### config.mk
export PLATFORM = sky130hd
export DESIGN_NAME = stopwatch_time_counter_flat
export DESIGN_NICKNAME = d
export VERILOG_FILES = /design/src/rtl/stopwatch_pkg.sv /design/src/rtl/stopwatch_time_counter_if.sv /design/src/rtl/stopwatch_time_counter_bcd_digit.sv /design/src/rtl/stopwatch_time_counter.sv /design/src/flat_wrapper.sv
export SDC_FILE = /design/constraint.sdc
export NUM_CORES = 1
export LEC_CHECK = 0
export ABC_AREA = 1
export CORE_ASPECT_RATIO = 0.9
export CORE_MARGIN = 2
export CORE_UTILIZATION = 37
export DETAILED_ROUTE_END_ITERATION = 12
export SETUP_SLACK_MARGIN = 0.2
export SYNTH_ARGS = -nofsm -noshare
export SYNTH_HDL_FRONTEND = slang
export SYNTH_SLANG_ARGS = --single-unit
### constraint.sdc
create_clock -name clk -period 1.5 [get_ports clk]
set_input_delay 0.3 -clock clk [delete_from_list [all_inputs] [get_ports clk]]
set_output_delay 0.3 -clock clk [all_outputs]
set_load 0.005 [all_outputs]
### src/rtl/stopwatch_pkg.sv
// ============================================================================
//  Module      : stopwatch_pkg
//  Description : Shared stopwatch encodings and digit widths.
//  Revision    : 1.0 - initial release
// ============================================================================
`default_nettype none

package stopwatch_pkg;

    typedef enum logic [1:0] {
        IDLE    = 2'b00,
        RUNNING = 2'b01,
        PAUSED  = 2'b10
    } status_e;

    localparam int BCD_W        = 4;
    localparam int SEC_TENS_MAX = 5;

endpackage

`default_nettype wire

### src/rtl/stopwatch_time_counter_if.sv
// ============================================================================
//  Module      : stopwatch_time_counter_if
//  Description : Control inputs and BCD display outputs of the time counter.
//  Revision    : 1.0 - initial release
// ============================================================================
`default_nettype none

interface stopwatch_time_counter_if;
    import stopwatch_pkg::*;

    logic             count_en;
    logic             clear;
    logic [BCD_W-1:0] sec_ones;
    logic [BCD_W-1:0] sec_tens;
    logic [BCD_W-1:0] min_ones;
    logic [BCD_W-1:0] min_tens;
    logic             tick;
    logic             rollover;

    modport master (
        output count_en, clear,
        input  sec_ones, sec_tens, min_ones, min_tens, tick, rollover
    );

    modport slave (
        input  count_en, clear,
        output sec_ones, sec_tens, min_ones, min_tens, tick, rollover
    );

endinterface

`default_nettype wire

### src/rtl/stopwatch_time_counter_bcd_digit.sv
// ============================================================================
//  Module      : bcd_digit
//  Description : One BCD counter digit with run-time wrap point and carry out.
//  Revision    : 1.0 - initial release
// ============================================================================
`default_nettype none

module bcd_digit
    import stopwatch_pkg::*;
#(
    parameter int MAX = 9
) (
    input  wire logic             clk,
    input  wire logic             rst_n,
    input  wire logic             clr,
    input  wire logic             inc,
    input  wire logic [BCD_W-1:0] wrap_at,
    output logic      [BCD_W-1:0] q,
    output logic                  carry
);

    localparam logic [BCD_W-1:0] c_MAX = BCD_W'(MAX);

    logic [BCD_W-1:0] r_q;
    logic             w_legal;
    logic             w_wrap;

    // An out-of-range value (upset) returns to zero without rippling a carry.
    always_comb begin
        w_legal = (r_q <= c_MAX);
        w_wrap  = (r_q >= wrap_at) || !w_legal;
        carry   = inc && w_legal && (r_q >= wrap_at);
    end

    always_ff @(posedge clk) begin
        if (!rst_n) begin
            r_q <= '0;
        end else if (clr) begin
            r_q <= '0;
        end else if (inc) begin
            r_q <= w_wrap ? '0 : r_q + BCD_W'(1);
        end
    end

    assign q = r_q;

endmodule

`default_nettype wire

### src/rtl/stopwatch_time_counter.sv
// ============================================================================
//  Module      : stopwatch_time_counter
//  Description : Prescaled BCD MM:SS counter with tick and rollover strobes.
//  Revision    : 1.0 - initial release
// ============================================================================
`default_nettype none

module stopwatch_time_counter
    import stopwatch_pkg::*;
#(
    parameter int TICK_DIV = 100_000_000,
    parameter int MAX_MIN  = 99
) (
    input  wire logic               clk,
    input  wire logic               rst_n,
    stopwatch_time_counter_if.slave bus
);

    localparam int                 c_DIV_W    = $clog2(TICK_DIV);
    localparam logic [c_DIV_W-1:0] c_DIV_LAST = c_DIV_W'(TICK_DIV - 1);
    localparam logic [BCD_W-1:0]   c_NINE     = BCD_W'(9);
    localparam logic [BCD_W-1:0]   c_SEC_TMAX = BCD_W'(SEC_TENS_MAX);
    localparam logic [BCD_W-1:0]   c_MAX_TENS = BCD_W'(MAX_MIN / 10);
    localparam logic [BCD_W-1:0]   c_MAX_ONES = BCD_W'(MAX_MIN % 10);

    logic [c_DIV_W-1:0] r_div_cnt;
    logic               r_tick;
    logic               r_rollover;
    logic               w_inc;
    logic [3:0]         w_carry;
    logic [BCD_W-1:0]   w_sec_ones;
    logic [BCD_W-1:0]   w_sec_tens;
    logic [BCD_W-1:0]   w_min_ones;
    logic [BCD_W-1:0]   w_min_tens;
    logic [BCD_W-1:0]   w_min_ones_wrap;

    assign w_inc = bus.count_en && !bus.clear && (r_div_cnt == c_DIV_LAST);

    // Prescaler freezes (keeps the partial second) while count_en is low.
    always_ff @(posedge clk) begin
        if (!rst_n) begin
            r_div_cnt <= '0;
        end else if (bus.clear) begin
            r_div_cnt <= '0;
        end else if (bus.count_en) begin
            r_div_cnt <= (r_div_cnt == c_DIV_LAST) ? '0 : r_div_cnt + c_DIV_W'(1);
        end
    end

    // Minute ones stops short of 9 only when tens sits on the MAX_MIN tens digit.
    assign w_min_ones_wrap = (w_min_tens == c_MAX_TENS) ? c_MAX_ONES : c_NINE;

    bcd_digit #(.MAX(9)) u_sec_ones (
        .clk     (clk),
        .rst_n   (rst_n),
        .clr     (bus.clear),
        .inc     (w_inc),
        .wrap_at (c_NINE),
        .q       (w_sec_ones),
        .carry   (w_carry[0])
    );

    bcd_digit #(.MAX(SEC_TENS_MAX)) u_sec_tens (
        .clk     (clk),
        .rst_n   (rst_n),
        .clr     (bus.clear),
        .inc     (w_carry[0]),
        .wrap_at (c_SEC_TMAX),
        .q       (w_sec_tens),
        .carry   (w_carry[1])
    );

    bcd_digit #(.MAX(9)) u_min_ones (
        .clk     (clk),
        .rst_n   (rst_n),
        .clr     (bus.clear),
        .inc     (w_carry[1]),
        .wrap_at (w_min_ones_wrap),
        .q       (w_min_ones),
        .carry   (w_carry[2])
    );

    bcd_digit #(.MAX(9)) u_min_tens (
        .clk     (clk),
        .rst_n   (rst_n),
        .clr     (bus.clear),
        .inc     (w_carry[2]),
        .wrap_at (c_MAX_TENS),
        .q       (w_min_tens),
        .carry   (w_carry[3])
    );

    // A carry out of the top digit is exactly the MAX_MIN:59 -> 00:00 event.
    always_ff @(posedge clk) begin
        if (!rst_n || bus.clear) begin
            r_tick     <= 1'b0;
            r_rollover <= 1'b0;
        end else begin
            r_tick     <= w_inc;
            r_rollover <= w_carry[3];
        end
    end

    assign bus.sec_ones = w_sec_ones;
    assign bus.sec_tens = w_sec_tens;
    assign bus.min_ones = w_min_ones;
    assign bus.min_tens = w_min_tens;
    assign bus.tick     = r_tick;
    assign bus.rollover = r_rollover;

endmodule

`default_nettype wire

### src/flat_wrapper.sv
// flat-port wrapper written by rule: the top's interface ports become plain ports
module stopwatch_time_counter_flat import stopwatch_pkg::*;
#(
    parameter int TICK_DIV = 100_000_000,
    parameter int MAX_MIN  = 99
)
  (clk, rst_n, bus_count_en, bus_clear, bus_sec_ones, bus_sec_tens, bus_min_ones, bus_min_tens, bus_tick, bus_rollover);
  stopwatch_time_counter_if bus_i ();
  input  wire logic clk;
  input  wire logic rst_n;
  input wire logic [$bits(bus_i.count_en)-1:0] bus_count_en;
  input wire logic [$bits(bus_i.clear)-1:0] bus_clear;
  output wire logic [$bits(bus_i.sec_ones)-1:0] bus_sec_ones;
  output wire logic [$bits(bus_i.sec_tens)-1:0] bus_sec_tens;
  output wire logic [$bits(bus_i.min_ones)-1:0] bus_min_ones;
  output wire logic [$bits(bus_i.min_tens)-1:0] bus_min_tens;
  output wire logic [$bits(bus_i.tick)-1:0] bus_tick;
  output wire logic [$bits(bus_i.rollover)-1:0] bus_rollover;
  assign bus_i.count_en = bus_count_en;
  assign bus_i.clear = bus_clear;
  assign bus_sec_ones = bus_i.sec_ones;
  assign bus_sec_tens = bus_i.sec_tens;
  assign bus_min_ones = bus_i.min_ones;
  assign bus_min_tens = bus_i.min_tens;
  assign bus_tick = bus_i.tick;
  assign bus_rollover = bus_i.rollover;
  stopwatch_time_counter #(.TICK_DIV(TICK_DIV), .MAX_MIN(MAX_MIN)) u_core (.clk(clk), .rst_n(rst_n), .bus(bus_i));
endmodule
==> reports/metrics.yaml, run 1 <==
outcome: "finished with violations"
violations: "negative setup slack"
cts_htree_levels: 2
cts.sinks: 45
final_weighted_congestion_in_routability_driven_placement: 0.825
num_vias: 2824
nFillCells: 536
detail_route.first_pass.iterations: 4
grt_overflow: 0
dieArea_mm2: 0.00754
grt_pass1_wl_um: 12100
route.detailed.wl_per_inst_um: 13.5
tritoncts_buffer_count: 5
finalHoldViolations: 0
max_cap_violations: 0
total_leakage_power_nw: 1.88
pin_count: 22
power.share.switching_pct: 21.9
post_detail_place_hpwl_um: 4920
slew_headroom_pct: 79.1
dr.first_iter.drc_count: 132
initial_core_utilization_pct: 38.3
synth.distinct_cells: 34
antenna_found_initial: 0
synth_flop_cell: "dfxtp_1"
timing_worst_setup_path_type: "reg2reg"
seq_power_share_pct: 52.3
comb_power_share_pct: 4.8
grt_util_all_layers_pct: 20.3
worst_hold_slack_ns: 0.483
pwr-share-clk_pct: 42.9
total_switching_power_w: 0.000497
diodes: 0
netlist_area_pre_place_mm2: 0.00254
report.final.setup_viol: 39
setup.worst_path.start_class: "flop"
rsz0062_at_grt: "yes"
cell_types_with_the_highest_counts_after_synthesis: "71 x nand2_1, 58 x inv_1, 54 x nor2_1"
synthMostInstantiatedCell: "nand2_1"
synthesis.instances: 371
rows: 28
dpl_worst_slack_ns: -0.515
report.final.slew_viol_count: 0
io_buffer_count: 21
number_of_global_route_vias_before_repair: 2606
async_reset_ff_share_pct: 0
synth_edf_count: 0
signal_arrival_time_at_the_worst_endpoint_ns: 1.88
vias_per_cell: 4.84
die_h_um: 82.6
ys_seq_area_share_pct: 35.5
syn_to_final_growth_pct: 71.4
clock_insertion_delay_worst_skew_ns: 0.31
cts_tree: "yes"
final_layout_size_suffix_gt1_share_pct: 49.7
post-synth-top-area-cell: "dfxtp_1"
clock_path_buffers: 2
cts-root-buf: "clkbuf_8"
hold_path.class: "reg2reg"
worst-endpoint-required_ns: 1.70
finalWorstSetupSlack_ns: -0.180
drt_drc_violations_left: 0
power_report.internal_total_w: 0.00177
mappedNetlistNets: 388
placeable_area_mm2: 0.00662
achievable-frequency_mhz: 595
power_density_mw_per_mm2: 522
die_width_um: 91.3
wl_um: 7860
worst_slew_pin_slew_ns: 0.313
worst_setup_path_end_kind: "flop"
period_needed_ns: 1.68
synth_top_cells_by_area: "dfxtp_1 36%, nand2_1 11%, inv_1 8.6%"
critical_path.max_fanout: 5
clkSlewWorstSetupHoldPaths_ns: 0.09
yosys_warnings: 0
cts_hold_repair.buffers: 0
layout.nets: 509
synth_top_area_share_pct: 35.5
grt_max_degree: 14
skew_ns: 0.00872
max-vdd-ir-drop_mv: 0.526
yosys_register_bits: 45
synth.avg_cell_area_um2: 6.84
detail-route-antenna-nets: 0
final.period_utilization_pct: 112
-- per-layer routing --
metal  global-route usage, %  up-vias  wire (um)
met5                       0        -          0
met4                    5.15        0        134
met3                    3.63       13        316
met2                    35.9       55       3870
met1                    25.9     1323       3540
li1                        -     1433          -
-- stage by stage --
step                      util, %  instances  area, um^2  total power (W)  setup TNS (ns)
final                        65.7        583        4350          0.00227           -3.70
after global routing         65.7        583        4350          0.00235           -6.60
after CTS                    60.0        575        3970          0.00228          -0.696
after detailed placement     51.9        546        3440          0.00131          -15.62
after global placement       51.9        546        3440          0.00131          -14.34
after floorplan                 -        371        2630          0.00127               0
-- cells in the final DEF (no fill, tap or decap), drive strengths merged, types with 3 or more instances in the layout --
master          n
clkdlybuf4s50   3
nor3b           3
dfxtp          45
nor2           64
nand4          10
clkbuf          9
nor3           13
dlygate4sd2    13
nand2          74
nand3          25
a21oi          23
buf            94
ha             13
nor4            3
xor2            8
inv            58
o21ai          16
-- final timing paths --
kind                                     start                           endpoint  slack (ns)  cells past startpoint
max reg2reg   u_core.r_div_cnt[0]$_SDFFE_PP0P_  u_core.r_div_cnt[20]$_SDFFE_PP0P_       -0.18                     11
min reg2reg  u_core.r_div_cnt[23]$_SDFFE_PP0P_  u_core.r_div_cnt[23]$_SDFFE_PP0P_        0.48                      2
max           u_core.r_div_cnt[0]$_SDFFE_PP0P_  u_core.r_div_cnt[20]$_SDFFE_PP0P_       -0.18                     11
min          u_core.r_div_cnt[23]$_SDFFE_PP0P_  u_core.r_div_cnt[23]$_SDFFE_PP0P_        0.48                      2
-- timing repair --
action,in CTS,in global routing
pin swaps,22,31
endpoints found under the setup margin,60,47
gates cloned,2,0
buffers inserted,19,8
resized for setup,115,88
-- state kept, by name, indices dropped and copies added (netlist names) --
signal and count:
u_core.bus.tick 1, u_core.u_sec_tens.q 4, u_core.u_sec_ones.q 4, u_core.u_min_tens.q 4, u_core.r_div_cnt 27, u_core.bus.rollover 1
u_core.u_min_ones.q 4
-- power groups by stage --
stage | Sequential, W | Combinational [W] | Clock, W
final | 0.00119 | 0.000109 | 0.000974
after global placement | 0.00123 | 0.0000835 | 0
after CTS | 0.00119 | 0.000101 | 0.000992
after global routing | 0.00119 | 0.000117 | 0.00104
after detailed placement | 0.00123 | 0.0000840 | 0
after floorplan | 0.00123 | 0.0000390 | 0
-- kinds of logic (layout without fill, tap and decap cells) --
logic type	Yosys count	after routing	synth area share [%]
AOI/OAI and AO/OA	47	47	10.1
xor gates and xnor gates	9	9	3.11
adders and majority gates	13	13	6.41
buffers and inverters	62	183	9.27
DFF	45	45	35.5
and+or+nand+nor	195	196	35.7
-- area by class of cell --
class	instances	area (um^2)	share of cell area, %
multi-input cells	265	1970	45.2
flip-flops and latches	45	965	22.2
repair buffers	115	941	21.6
inverters	59	240	5.52
well taps	90	113	2.59
clock buffers	7	86.3	1.99
clock inverters	1	30.0	0.690
repair inverters	1	7.51	0.173
-- worst max-delay path, cell delays in order, from the launching register on --
cell and delay [ns]:
dfxtp_4 0.38, ha_4 0.17, nand3_4 0.08, inv_2 0.07, nand2_4 0.06, nor2_4 0.14, buf_6 0.11, nand3_2 0.08
nand2_4 0.14, clkinvlp_4 0.17, o21ai_1 0.11, a21oi_1 0.05
No activity file was read; power rests on OpenSTA's default activity.
==> run 2, diff against run 1 <==
Settings changed: SKIP_LAST_GASP set to 1.
==> run 2 against run 1 <==
  * The run still ends with negative setup slack left
  * First-iteration DRC count decreased by 31%
  * Clock-buffer cell count stayed put
  * Hold slack is essentially flat
  * Cell count unchanged
  * Die area unchanged
  * Critical path depth unchanged
  * Critical path type unchanged
  * Sequential share of layout area rose by 0.096 points
  * Global-route usage stayed put
  * Utilization shrank 0.28 points
  * Worst setup slack got worse by 0.0043 ns
==> reports/metrics.yaml, run 2 (same netlist as run 1, synthesis figures left out) <==
outcome: "finished with violations"  # unchanged
violations: "negative setup slack"  # unchanged
skew_ns: 0.00774  # was 0.00872 ns
diodes: 0  # unchanged
place_inst: 546  # unchanged
multi_input_area_mm2: 0.00195  # was 0.00197 mm^2
final_layout_size_suffix_gt1_share_pct: 49.1  # was 49.7%
placeable_area_mm2: 0.00662  # unchanged
dieArea_mm2: 0.00754  # unchanged
worstReg2RegEnd: "u_core.r_div_cnt[20]$_SDFFE_PP0P_"  # unchanged
syn_to_final_growth_pct: 70.7  # was 71.4%
tritoncts_buffer_count: 5  # unchanged
setup.worst_path.start_class: "flop"  # unchanged
drt_drc_violations_left: 0  # unchanged
number_of_global_route_vias_before_repair: 2606  # unchanged
pin_count: 22  # unchanged
rr_startpoint: "u_core.r_div_cnt[0]$_SDFFE_PP0P_"  # unchanged
report.final.slew_viol_count: 0  # unchanged
detail-route-antenna-nets: 0  # unchanged
clkSlewWorstSetupHoldPaths_ns: 0.09  # about the same
period_needed_ns: 1.68  # about the same
io_buffer_count: 21  # unchanged
route.detailed.wl_per_inst_um: 13.5  # about the same
dpl_worst_slack_ns: -0.515  # unchanged
timing_worst_setup_path_type: "reg2reg"  # unchanged
total_leakage_power_nw: 1.88  # about the same
layout_common_cells: "82 x buf_4, 53 x nand2_1, 48 x inv_1, 35 x nor2_1, 27 x dfxtp_2"  # was 81 x buf_4, 52 x nand2_1, 48 x inv_1, 35 x nor2_1, 27 x dfxtp_2
hold_path.class: "reg2reg"  # unchanged
cts_tree: "yes"  # unchanged
rows: 28  # unchanged
antenna_found_initial: 0  # unchanged
final.period_utilization_pct: 112  # about the same
instances_no_fill: 583  # unchanged
vias_per_cell: 4.84  # unchanged
clock_insertion_delay_worst_skew_ns: 0.31  # about the same
r2r_setup_slk_ns: -0.18  # about the same
grt_util_all_layers_pct: 20.3  # unchanged
dr.first_iter.drc_count: 91  # was 132
worst_setup_path_end_kind: "flop"  # unchanged
signal_arrival_time_at_the_worst_endpoint_ns: 1.88  # about the same
p_total_w: 0.00227  # about the same
post_detail_place_hpwl_um: 4920  # unchanged
num_vias: 2824  # unchanged
finalHoldViolations: 0  # unchanged
grt_max_degree: 14  # unchanged
detail_route.first_pass.iterations: 4  # unchanged
placement.cell_area_mm2: 0.00344  # unchanged
max_cap_violations: 0  # unchanged
setup.worst_path.start: "u_core.r_div_cnt[0]$_SDFFE_PP0P_"  # unchanged
die_width_um: 91.3  # unchanged
initial_core_utilization_pct: 38.3  # unchanged
flip_flop_count_of_the_largest_register_after_layout: 27  # unchanged
worst_hold_slack_ns: 0.483  # about the same
nFillCells: 541  # was 536
grt_overflow: 0  # unchanged
cts.sinks: 45  # unchanged
worst-endpoint-required_ns: 1.70  # about the same
critical_path.max_fanout: 5  # unchanged
final_weighted_congestion_in_routability_driven_placement: 0.825  # unchanged
finalWorstSetupSlack_ns: -0.185  # was -0.180 ns
layout.nets: 509  # unchanged
cts-root-buf: "clkbuf_8"  # unchanged
layout_commonest_cell: "buf_4"  # unchanged
grt_pass1_wl_um: 12100  # unchanged
clock_path_buffers: 2  # unchanged
rsz0062_at_grt: "yes"  # unchanged
seqCellArea_um2: 965  # unchanged
max-vdd-ir-drop_mv: 0.526  # about the same
report.final.setup_viol: 38  # was 39
top_register: "u_core.r_div_cnt"  # unchanged
power_density_mw_per_mm2: 523  # was 522 mW/mm^2
r2r_cells: 11  # unchanged
wl_um: 7850  # was 7860 um
crit_path_end: "u_core.r_div_cnt[20]$_SDFFE_PP0P_"  # unchanged
cts_htree_levels: 2  # unchanged
achievable-frequency_mhz: 594  # was 595 MHz
die_h_um: 82.6  # unchanged
final_area_mm2: 0.00433  # was 0.00435 mm^2
slew_headroom_pct: 79.3  # was 79.1%
worst_slew_pin_slew_ns: 0.311  # was 0.313 ns
run 2: worst min-delay path by stage:
stage / endpoint / start / depth (start not counted)
final: u_core.r_div_cnt[23]$_SDFFE_PP0P_ / u_core.r_div_cnt[23]$_SDFFE_PP0P_ / 2
after global routing: u_core.r_div_cnt[23]$_SDFFE_PP0P_ / u_core.r_div_cnt[23]$_SDFFE_PP0P_ / 2
after CTS: u_core.r_div_cnt[23]$_SDFFE_PP0P_ / u_core.r_div_cnt[23]$_SDFFE_PP0P_ / 2
after detailed placement: u_core.r_div_cnt[23]$_SDFFE_PP0P_ / u_core.r_div_cnt[23]$_SDFFE_PP0P_ / 2
after global placement: u_core.r_div_cnt[23]$_SDFFE_PP0P_ / u_core.r_div_cnt[23]$_SDFFE_PP0P_ / 2
after floorplan: u_core.r_div_cnt[23]$_SDFFE_PP0P_ / u_core.r_div_cnt[23]$_SDFFE_PP0P_ / 2
run 2: layout make-up:
| class | instances | area share [%] |
|---|---|---|
| Clock buffer | 7 | 1.99 |
| Timing Repair inverter | 1 | 0.173 |
| Inverter | 59 | 5.55 |
| Clock inverter | 1 | 0.693 |
| Tap cell | 90 | 2.60 |
| Multi-Input combinational cell | 265 | 45.1 |
| Timing Repair Buffer | 115 | 21.6 |
| Sequential cell | 45 | 22.3 |
run 2: critical path, stage by stage (launching register included):
cell,delay [ns]
dfxtp_4,0.37
ha_4,0.17
nand3_4,0.08
inv_2,0.07
nand2_4,0.06
nor2_4,0.14
buf_6,0.11
nand3_2,0.08
nand2_4,0.14
clkinvlp_4,0.18
o21ai_1,0.11
a21oi_1,0.05
run 2: timing repair:
action | 4_1_cts | 5_1_grt
hold buffers | 0 | 0
pin swaps | 22 | 30
resized for setup | 114 | 85
cloned | 2 | 0
endpoints found under the setup margin | 60 | 47
setup buffers | 19 | 8
run 2: through the flow:
step                TNS (ns)  utilization (%)
floorplan                  0                -
global placement      -14.34             51.9
detailed placement    -15.62             51.9
CTS                   -0.696             60.0
global route           -6.65             65.4
finish                 -3.50             65.4
run 2: where the power goes:
part	internal, W	switching, W	total (W)
combinational	0.0000448	0.0000642	0.000109
clock	0.000544	0.000428	0.000972
sequential	0.00118	0.00000309	0.00119
total	0.00177	0.000495	0.00227
run 2: routing by layer:
metal  wire length (um)  vias up  track usage [%]
met3                298       11             3.63
li1                   -     1434                -
met5                  0        -                0
met4                104        0             5.15
met2               3920       55             35.9
met1               3530     1324             25.9
